**src/rtl/display_modes_pkg.sv**
```systemverilog
// Timing constant sets for standard video modes, plus the position-window helper
// used by the timing generator.
package display_modes;

  typedef struct packed {
    int unsigned h_res;
    int unsigned h_fp;
    int unsigned h_sync;
    int unsigned h_bp;
    int unsigned v_res;
    int unsigned v_fp;
    int unsigned v_sync;
    int unsigned v_bp;
    logic        h_pol;
    logic        v_pol;
  } mode_t;

  localparam mode_t MODE_480P  = '{32'd640,  32'd16,  32'd96,  32'd48,
                                   32'd480,  32'd10,  32'd2,   32'd33, 1'b0, 1'b0};
  localparam mode_t MODE_600P  = '{32'd800,  32'd40,  32'd128, 32'd88,
                                   32'd600,  32'd1,   32'd4,   32'd23, 1'b1, 1'b1};
  localparam mode_t MODE_720P  = '{32'd1280, 32'd110, 32'd40,  32'd220,
                                   32'd720,  32'd5,   32'd5,   32'd20, 1'b1, 1'b1};
  localparam mode_t MODE_1080P = '{32'd1920, 32'd88,  32'd44,  32'd148,
                                   32'd1080, 32'd4,   32'd5,   32'd36, 1'b1, 1'b1};

  // Half-open window test on signed 16-bit positions: sta <= pos < fin.
  function automatic logic in_span(input logic signed [15:0] pos,
                                   input logic signed [15:0] sta,
                                   input logic signed [15:0] fin);
    return (pos >= sta) && (pos < fin);
  endfunction

endpackage

```
**src/rtl/display_timings.sv**
```systemverilog
// Video timing generator: signed screen position counters with sync, data-enable
// and line/frame strobes aligned to the position of the same cycle.
module display_timings
  import display_modes::*;
#(
  parameter int   H_RES  = 640,
  parameter int   V_RES  = 480,
  parameter int   H_FP   = 16,
  parameter int   H_SYNC = 96,
  parameter int   H_BP   = 48,
  parameter int   V_FP   = 10,
  parameter int   V_SYNC = 2,
  parameter int   V_BP   = 33,
  parameter logic H_POL  = 1'b0,
  parameter logic V_POL  = 1'b0
) (
  input  logic               i_clk,
  input  logic               i_rst,
  input  logic               i_locked,
  output logic               o_hs,
  output logic               o_vs,
  output logic               o_de,
  output logic               o_frame,
  output logic               o_line,
  output logic signed [15:0] o_sx,
  output logic signed [15:0] o_sy
);

  // Blanking sits at negative coordinates so the active area starts at (0,0).
  localparam logic signed [15:0] H_STA  = 16'(-(H_FP + H_SYNC + H_BP));
  localparam logic signed [15:0] HS_STA = 16'(-(H_SYNC + H_BP));
  localparam logic signed [15:0] HS_END = 16'(-H_BP);
  localparam logic signed [15:0] HA_END = 16'(H_RES - 1);
  localparam logic signed [15:0] V_STA  = 16'(-(V_FP + V_SYNC + V_BP));
  localparam logic signed [15:0] VS_STA = 16'(-(V_SYNC + V_BP));
  localparam logic signed [15:0] VS_END = 16'(-V_BP);
  localparam logic signed [15:0] VA_END = 16'(V_RES - 1);

  logic signed [15:0] sx_d, sx_q, sy_d, sy_q;
  logic               hs_d, hs_q, vs_d, vs_q, de_d, de_q, line_d, line_q, frame_d, frame_q;
  logic               en_s;

  assign en_s = i_locked & ~i_rst;

  always_comb begin
    sx_d = sx_q;
    sy_d = sy_q;
    if (i_locked) begin
      if (sx_q == HA_END) begin
        sx_d = H_STA;
        sy_d = (sy_q == VA_END) ? V_STA : sy_q + 16'sd1;
      end else begin
        sx_d = sx_q + 16'sd1;
      end
    end else begin
      sx_d = sx_q;
    end
    // Decode from the next position so registered flags line up with the counters.
    hs_d    = in_span(sx_d, HS_STA, HS_END) ? H_POL : ~H_POL;
    vs_d    = in_span(sy_d, VS_STA, VS_END) ? V_POL : ~V_POL;
    de_d    = (sx_d >= 16'sd0) && (sy_d >= 16'sd0);
    line_d  = (sx_d == H_STA);
    frame_d = (sx_d == H_STA) && (sy_d == V_STA);
  end

  always_ff @(posedge i_clk) begin
    if (i_rst) begin
      sx_q    <= H_STA;
      sy_q    <= V_STA;
      hs_q    <= ~H_POL;
      vs_q    <= ~V_POL;
      de_q    <= 1'b0;
      line_q  <= 1'b1;
      frame_q <= 1'b1;
    end else begin
      sx_q    <= sx_d;
      sy_q    <= sy_d;
      hs_q    <= hs_d;
      vs_q    <= vs_d;
      de_q    <= de_d;
      line_q  <= line_d;
      frame_q <= frame_d;
    end
  end

  // Strobes are qualified so a stalled or resetting counter never repeats a pulse.
  assign o_line  = line_q & en_s;
  assign o_frame = frame_q & en_s;
  assign o_hs    = hs_q;
  assign o_vs    = vs_q;
  assign o_de    = de_q;
  assign o_sx    = sx_q;
  assign o_sy    = sy_q;

endmodule

```
**config.mk**
```make
export PLATFORM = sky130hd
export DESIGN_NAME = display_timings
export DESIGN_NICKNAME = d
export VERILOG_FILES = /design/src/rtl/display_modes_pkg.sv /design/src/rtl/display_timings.sv
export SDC_FILE = /design/constraint.sdc
export NUM_CORES = 1
export LEC_CHECK = 0
export BUFFER_PORTS_ARGS = -buffer_cell sky130_fd_sc_hd__buf_2
export CORE_ASPECT_RATIO = 0.6
export CORE_MARGIN = 10
export CORE_UTILIZATION = 45
export DETAILED_ROUTE_END_ITERATION = 8
export GPL_TIMING_DRIVEN = 0
export PLACE_DENSITY = 0.65
export RECOVER_POWER = 100
export SYNTH_ARGS = -nofsm -noshare
export SYNTH_HDL_FRONTEND = slang
export SYNTH_SLANG_ARGS = --single-unit
```
**constraint.sdc**
```tcl
create_clock -name i_clk -period 5.6 [get_ports i_clk]
set_input_delay 0.28 -clock i_clk [delete_from_list [all_inputs] [get_ports i_clk]]
set_output_delay 0.28 -clock i_clk [all_outputs]
set_load 0.01 [all_outputs]
```
Word-level counts from Yosys, hierarchy flattened:

Index checks and enable logic that the tools add are counted.
Widths: inputs -> output; s select.

* add/subtract/negate cells: 2
* order comparisons: 6
* eq/ne operators: 4
* mux-type cells: 7
* bitwise operators: 4
* reduce and logical (&&, ||, !) cells: 4

Operators by type and width (number)
* $mux 16: 5
* $add 16x2->16 const B: 2
* $ge 16x1->1 const B: 2
* $lt 16x7->1 const B: 2
* $eq 16x10->1 const B: 1
* $eq 16x11->1 const B: 1
* $eq 16x7->1 const B: 1
* $eq 16x9->1 const B: 1
* $ge 16x7->1 const B: 1
* $ge 16x9->1 const B: 1
* $logic_and 1x1->1: 4
* $and 1x1->1: 3
* $mux 1: 2
* $not 1->1: 1

* bits in registers: 37
* input port bits: 3
* output and inout bits: 37
* word-level logic and storage cells: 34

Depth between registers and ports, before layout:

Gate-level depths: netlist (run 1).

* depth in word-level cells: 7
* depth in mapped cells: 10
* mapped depth without buffers: 8

Worst setup path before layout (run 1):

Ideal clock, no wire load.

* path kind: reg-to-reg
* start: reg sy_q[9], in the netlist o_sy[9]
* end: reg vs_q, in the netlist o_vs
* setup time: 134 ps
* data arrival time: 2738 ps
* data required time: 5466 ps
* setup slack: 2727 ps
* cell stages (with the launch flop): 9
* clock period less this slack: 2873 ps
* cells stage by stage: dfxtp_1 > or4_1 > or4_4 > buf_6 > a2111oi_2 > o22ai_1 > nor4_2 > o211ai_1 > or4b_1

* cells in the longest elaborated chain, start to end: 7
* elaborated cells on any way between the ends: 9

Ends and longest elaborated chain
* from (decl): line display_timings.sv:39 `logic signed [15:0] sx_d, sx_q, sy_d, sy_q;`
* from (signal assigned): line display_timings.sv:77 `sy_q <= sy_d;`
* $add 16x2->16 or $eq 16x10->1 (tied branches): line display_timings.sv:51 `sy_d = (sy_q == VA_END) ? V_STA : sy_q + 16'sd1;`
* $mux 16: line display_timings.sv:51
* $mux 16: line display_timings.sv:49 `if (sx_q == HA_END) begin`
* $mux 16 *: line display_timings.sv:48 `if (i_locked) begin`
* $ge 16x7->1 or $lt 16x7->1 (tied branches): line display_modes_pkg.sv:31 `return (pos >= sta) && (pos < fin);`
* $logic_and 1x1->1 *: line display_modes_pkg.sv:31
* $mux 1 *: line display_timings.sv:60 `vs_d = in_span(sy_d, VS_STA, VS_END) ? V_POL : ~V_POL;`
* to (signal assigned): line display_timings.sv:71 `vs_q <= ~V_POL;`
* to (signal assigned): line display_timings.sv:79 `vs_q <= vs_d;`
* to (decl): line display_timings.sv:40 `logic hs_d, hs_q, vs_d, vs_q, de_d, de_q, line_d, line_q, frame_d, frame_q;`

Mark *: on every way between the ends. The rest lies on a longest branch, timed or not.
A chain may end at the register's enable or synchronous reset.

Final worst setup path (run 1):

* start: reg sx_q[0], in the netlist o_sx[0]
* end: reg vs_q, in the netlist o_vs

* cells in the longest elaborated chain, start to end: 6
* elaborated cells on any way between the ends: 7

Ends and longest elaborated chain
* from (decl): line display_timings.sv:39
* from (signal assigned): line display_timings.sv:68 `sx_q <= H_STA;`
* from (signal assigned): line display_timings.sv:76 `sx_q <= sx_d;`
* $eq 16x11->1 *: line display_timings.sv:49
* $mux 16 *: line display_timings.sv:49
* $mux 16 *: line display_timings.sv:48
* $ge 16x7->1 or $lt 16x7->1 (tied branches): line display_modes_pkg.sv:31
* $logic_and 1x1->1 *: line display_modes_pkg.sv:31
* $mux 1 *: line display_timings.sv:60

Marks and branches as above.

==> metrics.md, run 1 <==
| Metric | Value |
|---|---|
| Type of the worst min-delay path | `input port to register` |
| Net count reported at finish | `roughly 310` |
| Net count after synthesis | `between 200 and 300` |
| Leakage power | `around 0.90 nW` |
| Detail Placement HPWL | `4760 um` |
| Kind of cell adding the most delay to the critical path | `simple AND/OR/NAND/NOR gates` |
| Leading post-synthesis cells by cell area | `sky130_fd_sc_hd__dfxtp_1 (35%), sky130_fd_sc_hd__nand2_1 (7.9%), sky130_fd_sc_hd__xnor2_1 (5.0%)` |
| Count of flip-flops with a built-in enable after synthesis | `0` |
| Synthesized area per cell | `7.96 sq um` |
| Final setup TNS | `0 ps` |
| Number of global-route vias before repair | `between 1,500 and 2,000` |
| Post-layout total power | `approximately 0.00058 W` |
| Fraction of registers with async set or reset after synthesis | `0` |
| Worst Path Arrival | `approximately 3500 ps` |
| Library cell with the highest instance count after synthesis | `sky130_fd_sc_hd__nand2_1` |
| Port buffer count | `39` |
| Die Height | `about 73 um` |
| Post-route ant nets | `0` |
| Global-route wire length before repair | `slightly above 10,000 um` |
| Buffer depth of the longest clock path | `2` |
| Post-detailed-route wirelength per cell | `between 15 and 20 um` |
| Slew at the pin closest to its max-slew limit | `about 680 ps` |
| Clock buffers created by TritonCTS | `5` |
| Largest area contributor in the netlist | `sky130_fd_sc_hd__dfxtp_1` |
| Wire length after detailed routing | `6350 um` |
| Total of hold buffers inserted after clock tree synthesis | `0` |
| Kind of end point of the critical path | `register` |
| Most common cell type on the critical path | `sky130_fd_sc_hd__clkbuf_1` |
| Chain of cells forming the critical path | `ha_1 > and4_1 > nand3_1 > clkbuf_1 > nor2_1 > clkbuf_1 > nand2_1 > xor2_1 > or4b_1` |
| Number of design rule violations left after detail routing | `0` |
| Worst path slowest cell | `sky130_fd_sc_hd__or4b_1` |
| TritonCTS clock tree | `built` |
| Initial drt markers | `approximately 210` |
| Combined area of all synthesized cells | `approximately 2100 sq um` |
| Die area | `a little under 8000 sq um` |
| Die X-Extent | `between 100 and 150 um` |
| Antenna violations before repair | `0` |
| Largest stage delay, worst path | `around 530 ps` |
| Total number of vias | `2,159` |
| Upper clock frequency limit | `0.303 GHz` |
| Unrepaired setup endpoints after global routing | `false` |
| Largest clock skew in the final design | `~6.0 ps` |
| Vias/cell | `about 5.8` |
| Power density of the placed cells | `around 240 nW/um^2` |
| Pin count of the biggest net entering global routing | `13` |
| Main flop type after synthesis | `sky130_fd_sc_hd__dfxtp_1` |
| Final setup viols | `0` |
| GRT Total Usage | `0.165` |
| Multi-input logic area | `about 1300 sq um` |
| Antenna diode count | `0` |
| Register Area | `741 sq um` |
| Fraction of layout cells with a size suffix above 1 | `0.0871` |
| PostCTS Resize Cnt | `0` |
| Yosys warnings | `0` |
| Number of max-slew violations in the final report | `0` |
| Worst relative slew slack | `0.542` |
| Flip-flop and latch count after synthesis | `37` |
| Cell chosen for the clock root | `sky130_fd_sc_hd__clkbuf_8` |
| Number of top-level pins | `40` |
| Sort of element at the start of the critical path | `register` |
| Number of standard cells after synthesis | `263` |
| Minimum setup slack among reg-to-reg paths | `between 2000 and 2500 ps` |
| Max capacitance violation total | `0` |
| Number of failing hold endpoints at the final stage | `0` |
| Result of the run | `finished clean` |
| Num Clock Sinks | `37` |
| Final cell count without fillers | `between 300 and 400` |
| Placer congestion estimate | `between 0.9 and 1` |
| Standard cell core area | `between 4000 and 5000 sq um` |
| Post-CTS setup-driven buffer insertion count | `0` |
| H-Tree Level Count | `2` |
| Highest fanout seen on the critical path | `10` |
| Top post-synthesis cells by count | `sky130_fd_sc_hd__nand2_1 (44), sky130_fd_sc_hd__dfxtp_1 (37), sky130_fd_sc_hd__nand3_1 (19), sky130_fd_sc_hd__nor2_1 (19), sky130_fd_sc_hd__xnor2_1 (12)` |
| Worst setup path class | `register to register` |
| Sequential-to-total area share from yosys stat | `0.354` |
| Count of fill cells added during filler insertion | `470` |
| Max rail drop VDD | `roughly 140 uV` |
| Global-route congestion overflow total | `0` |
| Worst path required time | `slightly below 6000 ps` |
| Drt pass-1 iters | `4` |
| Initial core utilization | `0.461` |
| Number of placement rows | `19` |
| Number of cells after detailed placement | `roughly 370` |
| Clock latency reported for the late side of the worst-skew pair | `a little over 300 ps` |
| Share of the synthesized area in the top cell type | `0.354` |
| Clock input transition at the sequential cells of the worst setup and hold paths | `80 ps` |
| Fin crit share | `0.589` |
| Buffer and inverter count on the worst path | `2` |
| Number of distinct standard cells referenced by the synthesized netlist | `50` |
| Area growth, synth to finish | `16.5%` |
| Min cycle time layout | `between 3000 and 4000 ps` |
## stage by stage
step                      hold WS (ps)  instance area (sq um)  setup slack (ps)  utilization
after global placement             527                   2370              2440        0.522
after detailed placement           531                   2370              2410        0.522
after global routing               364                   2440              2100        0.537
after CTS                          315                   2500              2380        0.551
final                              314                   2440              2300        0.537
after floorplan                    430                   2090              2730            -
## worst paths after layout
| check | endpoint | cells past startpoint | startpoint |
|---|---|---|---|
| setup / recovery | o_vs | 9 | o_sx[0] |
| hold / removal | o_hs | 3 | i_rst |
| setup reg to reg | o_vs | 9 | o_sx[0] |
| hold reg to reg | o_de | 1 | o_sy[15] |
## placed cells by master (no fill, tap or decap), types with 8 or more instances in the layout
| cell type | netlist | routed |
|---|---|---|
| sky130_fd_sc_hd__nand2_1 | 44 | 45 |
| sky130_fd_sc_hd__dfxtp_1 | 37 | 37 |
| sky130_fd_sc_hd__nor2_1 | 19 | 19 |
| sky130_fd_sc_hd__nand3_1 | 19 | 19 |
| sky130_fd_sc_hd__xnor2_1 | 12 | 12 |
| sky130_fd_sc_hd__nor3_1 | 10 | 10 |
| sky130_fd_sc_hd__clkbuf_1 | 7 | 46 |
| sky130_fd_sc_hd__o21ai_0 | 9 | 9 |
| sky130_fd_sc_hd__xor2_1 | 11 | 11 |
| sky130_fd_sc_hd__nor4_1 | 8 | 8 |
## where the power goes
group / internal [W] / switching (W) / leakage [nW] / total, W
logic: 0.00000953 / 0.0000164 / 0.536 / 0.0000259
registers: 0.000266 / 0.00000282 / 0.300 / 0.000269
clock network: 0.000177 / 0.000109 / 0.0681 / 0.000286
## layer usage
layer,wire length [um],vias up,track usage
li1,-,1048,-
met1,3160,1026,0.245
met2,2520,76,0.213
met3,579,9,0.0547
met4,85,0,0.0546
met5,0,-,0
## area by class of cell
cell class / count / share of cell area
plain buffers: 13 / 0.0241
clock inverters: 3 / 0.0267
multi-input cells: 206 / 0.513
inverters: 7 / 0.0108
flip-flops and latches: 37 / 0.304
clock buffers: 5 / 0.0282
repair buffers: 39 / 0.0615
well taps: 63 / 0.0323
## tightest hold or removal path, stage by stage
cell and delay [ps]:
sky130_fd_sc_hd__buf_2 100, sky130_fd_sc_hd__inv_1 100, sky130_fd_sc_hd__o2111ai_1 110
## registers in the layout, summed over array words and instances (netlist names)
name,cells
o_sx,16
o_hs,1
o_sy,16
line_q,1
o_de,1
o_vs,1
frame_q,1
## logic make-up after synthesis
| family | count (synthesis) | synth area share |
|---|---|---|
| simple gates | 140 | 0.347 |
| compound gates | 38 | 0.129 |
| flops | 37 | 0.354 |
| xor+xnor | 23 | 0.0962 |
| buf+inv | 20 | 0.0478 |
| mux | 3 | 0.0143 |
| fa+ha+maj | 2 | 0.0119 |
Power figures use the tool's default switching activity.
==> inputs of run 2 (changes only) <==
--- a/config.mk
+++ b/config.mk
@@ -5,13 +5,14 @@
 export SDC_FILE = /design/constraint.sdc
 export NUM_CORES = 1
 export LEC_CHECK = 0
+export ABC_AREA = 1
 export BUFFER_PORTS_ARGS = -buffer_cell sky130_fd_sc_hd__buf_2
 export CORE_ASPECT_RATIO = 0.6
 export CORE_MARGIN = 10
 export CORE_UTILIZATION = 45
 export DETAILED_ROUTE_END_ITERATION = 8
 export GPL_TIMING_DRIVEN = 0
-export PLACE_DENSITY = 0.65
+export PLACE_DENSITY = 0.66
 export RECOVER_POWER = 100
 export SYNTH_ARGS = -nofsm -noshare
 export SYNTH_HDL_FRONTEND = slang
==> constraint.sdc (replaced) <==
create_clock -name i_clk -period 2.7 [get_ports i_clk]
set_input_delay 0.135 -clock i_clk [delete_from_list [all_inputs] [get_ports i_clk]]
set_output_delay 0.135 -clock i_clk [all_outputs]
set_load 0.01 [all_outputs]
==> metrics.md, run 2 <==
| Metric | Value |
|---|---|
| Multi-input logic area | `1530 sq um` |
| Number of cells on the worst reg-to-reg path | `13` |
| Standard cell core area | `5520 sq um` |
| Net count reported at finish | `between 400 and 500` |
| GRT Total Usage | `0.172` |
| Clock input transition at the sequential cells of the worst setup and hold paths | `about 80 ps` |
| Int Power | `around 0.00076 W` |
| Total of hold buffers inserted after clock tree synthesis | `0` |
| Combinational share of power | `0.080` |
| Fraction of registers with async set or reset after synthesis | `0` |
| Clock latency reported for the late side of the worst-skew pair | `between 200 and 300 ps` |
| Wire length after detailed routing | `between 7000 and 8000 um` |
| Number of distinct standard cells referenced by the synthesized netlist | `29` |
| Worst relative slew slack | `0.613` |
| Min cycle time layout | `~2400 ps` |
| Final setup viols | `0` |
| Most common cell after layout, fill and taps aside | `sky130_fd_sc_hd__nand2_1` |
| Cell area after placement | `around 2800 sq um` |
| Endpoint of the worst-slack reg-to-reg timing path | `o_vs` |
| Library cell with the highest instance count after synthesis | `sky130_fd_sc_hd__nand2_1` |
| Share of total power in the clock network | `0.378` |
| Count of flip-flops with a built-in enable after synthesis | `0` |
| Minimum setup slack among reg-to-reg paths | `a little under 300 ps` |
| Max rail drop VDD | `roughly 220 uV` |
| Global-route wire length before repair | `about 13,000 um` |
| Detail Placement HPWL | `6030 um` |
| Power density of the placed cells | `approximately 370 nW/um^2` |
| Post-Layout Inst Area | `around 2800 sq um` |
| Drt pass-1 iters | `5` |
| Share of total power consumed by net switching | `0.271` |
| Number of failing hold endpoints at the final stage | `0` |
| Antenna diode count | `0` |
| Combined area of all synthesized cells | `~2500 sq um` |
| Origin of the critical flop-to-flop path | `o_sx[0]` |
| Number of placement rows | `21` |
| Hold_sp | `i_rst` |
| Kind of end point of the critical path | `register` |
| Flip-flop and latch count after synthesis | `37` |
| Buffer depth of the longest clock path | `2` |
| Worst Path Arrival | `roughly 2600 ps` |
| Placer congestion estimate | `approximately 0.95` |
| Largest clock skew in the final design | `3.55 ps` |
| Register Area | `741 sq um` |
| Count of fill cells added during filler insertion | `612` |
| Slew at the pin closest to its max-slew limit | `580 ps` |
| Highest fanout seen on the critical path | `10` |
| Initial core utilization | `0.461` |
| Vias/cell | `~5.3` |
| Clock buffers created by TritonCTS | `5` |
| Main flop type after synthesis | `sky130_fd_sc_hd__dfxtp_1` |
| Synthesized area per cell | `~6.1 sq um` |
| Final setup TNS | `0 ps` |
| Worst setup path class | `register to register` |
| Num Clock Sinks | `37` |
| Share of the synthesized area in the top cell type | `0.291` |
| Die Height | `between 70 and 80 um` |
| Area growth, synth to finish | `11.6%` |
| Type of the worst min-delay path | `input port to register` |
| Power share of the sequential group | `0.542` |
| Pin count of the biggest net entering global routing | `12` |
| Commonest non-fill, non-tap cells in the layout | `sky130_fd_sc_hd__nand2_1 (120), sky130_fd_sc_hd__nor2_1 (71), sky130_fd_sc_hd__nand3_1 (57)` |
| Net count after synthesis | `421` |
| Worst path required time | `about 2900 ps` |
| Die X-Extent | `about 120 um` |
| Final cell count without fillers | `approximately 530` |
| Number of global-route vias before repair | `2,483` |
| Post-route ant nets | `0` |
| Initial drt markers | `about 260` |
| Cell chosen for the clock root | `sky130_fd_sc_hd__clkbuf_8` |
| Leakage power | `1.48 nW` |
| Number of design rule violations left after detail routing | `0` |
| H-Tree Level Count | `2` |
| Sequential-to-total area share from yosys stat | `0.291` |
| Number of standard cells after synthesis | `between 400 and 500` |
| Top post-synthesis cells by count | `sky130_fd_sc_hd__nand2_1 (119), sky130_fd_sc_hd__nor2_1 (70), sky130_fd_sc_hd__nand3_1 (56)` |
| Port buffer count | `39` |
| Die area | `just over 9000 sq um` |
| Post-layout total power | `a little over 0.001 W` |
| Number of cells after detailed placement | `~520` |
| Result of the run | `finished clean` |
| Max capacitance violation total | `0` |
| Yosys warnings | `0` |
| Global-route congestion overflow total | `0` |
| Largest area contributor in the netlist | `sky130_fd_sc_hd__dfxtp_1` |
| Hold path cells | `5` |
| Switching component of the power | `0.000281 W` |
| Unrepaired setup endpoints after global routing | `false` |
| Post-CTS setup-driven buffer insertion count | `0` |
| Sort of element at the start of the critical path | `register` |
| Number of max-slew violations in the final report | `0` |
| PostCTS Resize Cnt | `0` |
| Hold Path End | `o_vs` |
| TritonCTS clock tree | `built` |
| Number of top-level pins | `40` |
| Fraction of layout cells with a size suffix above 1 | `0.0734` |
| Antenna violations before repair | `0` |
| Post-detailed-route wirelength per cell | `approximately 14 um` |
| Leading post-synthesis cells by cell area | `sky130_fd_sc_hd__dfxtp_1 (29%), sky130_fd_sc_hd__nand2_1 (18%), sky130_fd_sc_hd__nand3_1 (11%)` |
| Fin crit share | `0.891` |
| Upper clock frequency limit | `between 0.4 and 0.5 GHz` |
| Total number of vias | `roughly 2,800` |
[run 2: changes by cell type after synthesis, sizes merged, moves of 4 or more]
cell    before  now
nand4        7   28
inv          7   51
nand2       45  123
or3          5    0
nor2        19   80
clkbuf       9    4
o22ai        5    0
nor4         9    1
xnor2       12    2
nor3        10    4
or4          4    0
and3         7    2
nand3       19   62
xor2        11    3
[run 2: cells by family after synthesis]
group           Yosys count  share of synthesized area
xor+xnor                  5                     0.0172
buf+inv                  61                     0.0999
compound gates            8                     0.0167
flops                    37                      0.291
fa+ha+maj                 2                    0.00985
simple gates            303                      0.565
[run 2: worst max path at each step]
| stage | depth (start not counted) | endpoint | from | slack (ps) |
|---|---|---|---|---|
| global route | 13 | frame_q | o_sx[1] | 60 |
| floorplan | 13 | o_vs | o_sx[0] | 830 |
| finish | 13 | o_vs | o_sx[0] | 290 |
| global placement | 12 | frame_q | o_sx[0] | 410 |
| detailed placement | 12 | frame_q | o_sx[0] | 390 |
| CTS | 12 | frame_q | o_sx[0] | 360 |
[run 2: power by group through the flow]
| stage | sequential, W | combinational (W) | clock, W |
|---|---|---|---|
| detailed placement | 0.000576 | 0.0000844 | 0 |
| CTS | 0.000563 | 0.0000848 | 0.000407 |
| finish | 0.000563 | 0.0000834 | 0.000392 |
| global placement | 0.000576 | 0.0000841 | 0 |
| global route | 0.000565 | 0.0000950 | 0.000428 |
| floorplan | 0.000576 | 0.0000541 | 0 |
[run 2: worst max-delay path, stage by stage (launching register included)]
cell	delay [ps]
sky130_fd_sc_hd__dfxtp_1	430
sky130_fd_sc_hd__ha_1	280
sky130_fd_sc_hd__nand3_4	140
sky130_fd_sc_hd__nor2_4	190
sky130_fd_sc_hd__nand2_4	90
sky130_fd_sc_hd__nor2_8	210
sky130_fd_sc_hd__nand2_1	160
sky130_fd_sc_hd__buf_6	180
sky130_fd_sc_hd__nand2_1	70
sky130_fd_sc_hd__nand2_1	50
sky130_fd_sc_hd__nor2_1	120
sky130_fd_sc_hd__nand2_1	80
sky130_fd_sc_hd__nor2_2	200
sky130_fd_sc_hd__nand2_1	80
[run 2: stage by stage]
stage,utilization,hold slack [ps],worst slack [ps]
floorplan,-,318,825
global placement,0.512,451,405
detailed placement,0.512,479,391
CTS,0.527,177,364
global route,0.514,203,63.5
finish,0.514,186,293
[run 2: area by class of cell]
cell class,count,area share
Tap cell,69,0.0304
Timing Repair Buffer,39,0.0529
Inverter,52,0.0688
Clock inverter,2,0.00353
Multi-Input combinational cell,318,0.540
Clock buffer,6,0.0256
Sequential cell,37,0.261
Buffer,9,0.0176
[run 2: routing by layer]
metal	vias to the layer above	global-route usage	routed length, um
li1	1440	-	-
met1	1250	0.268	4080
met5	-	0	0
met3	9	0.0425	668
met2	121	0.225	2850
met4	0	0.0369	64
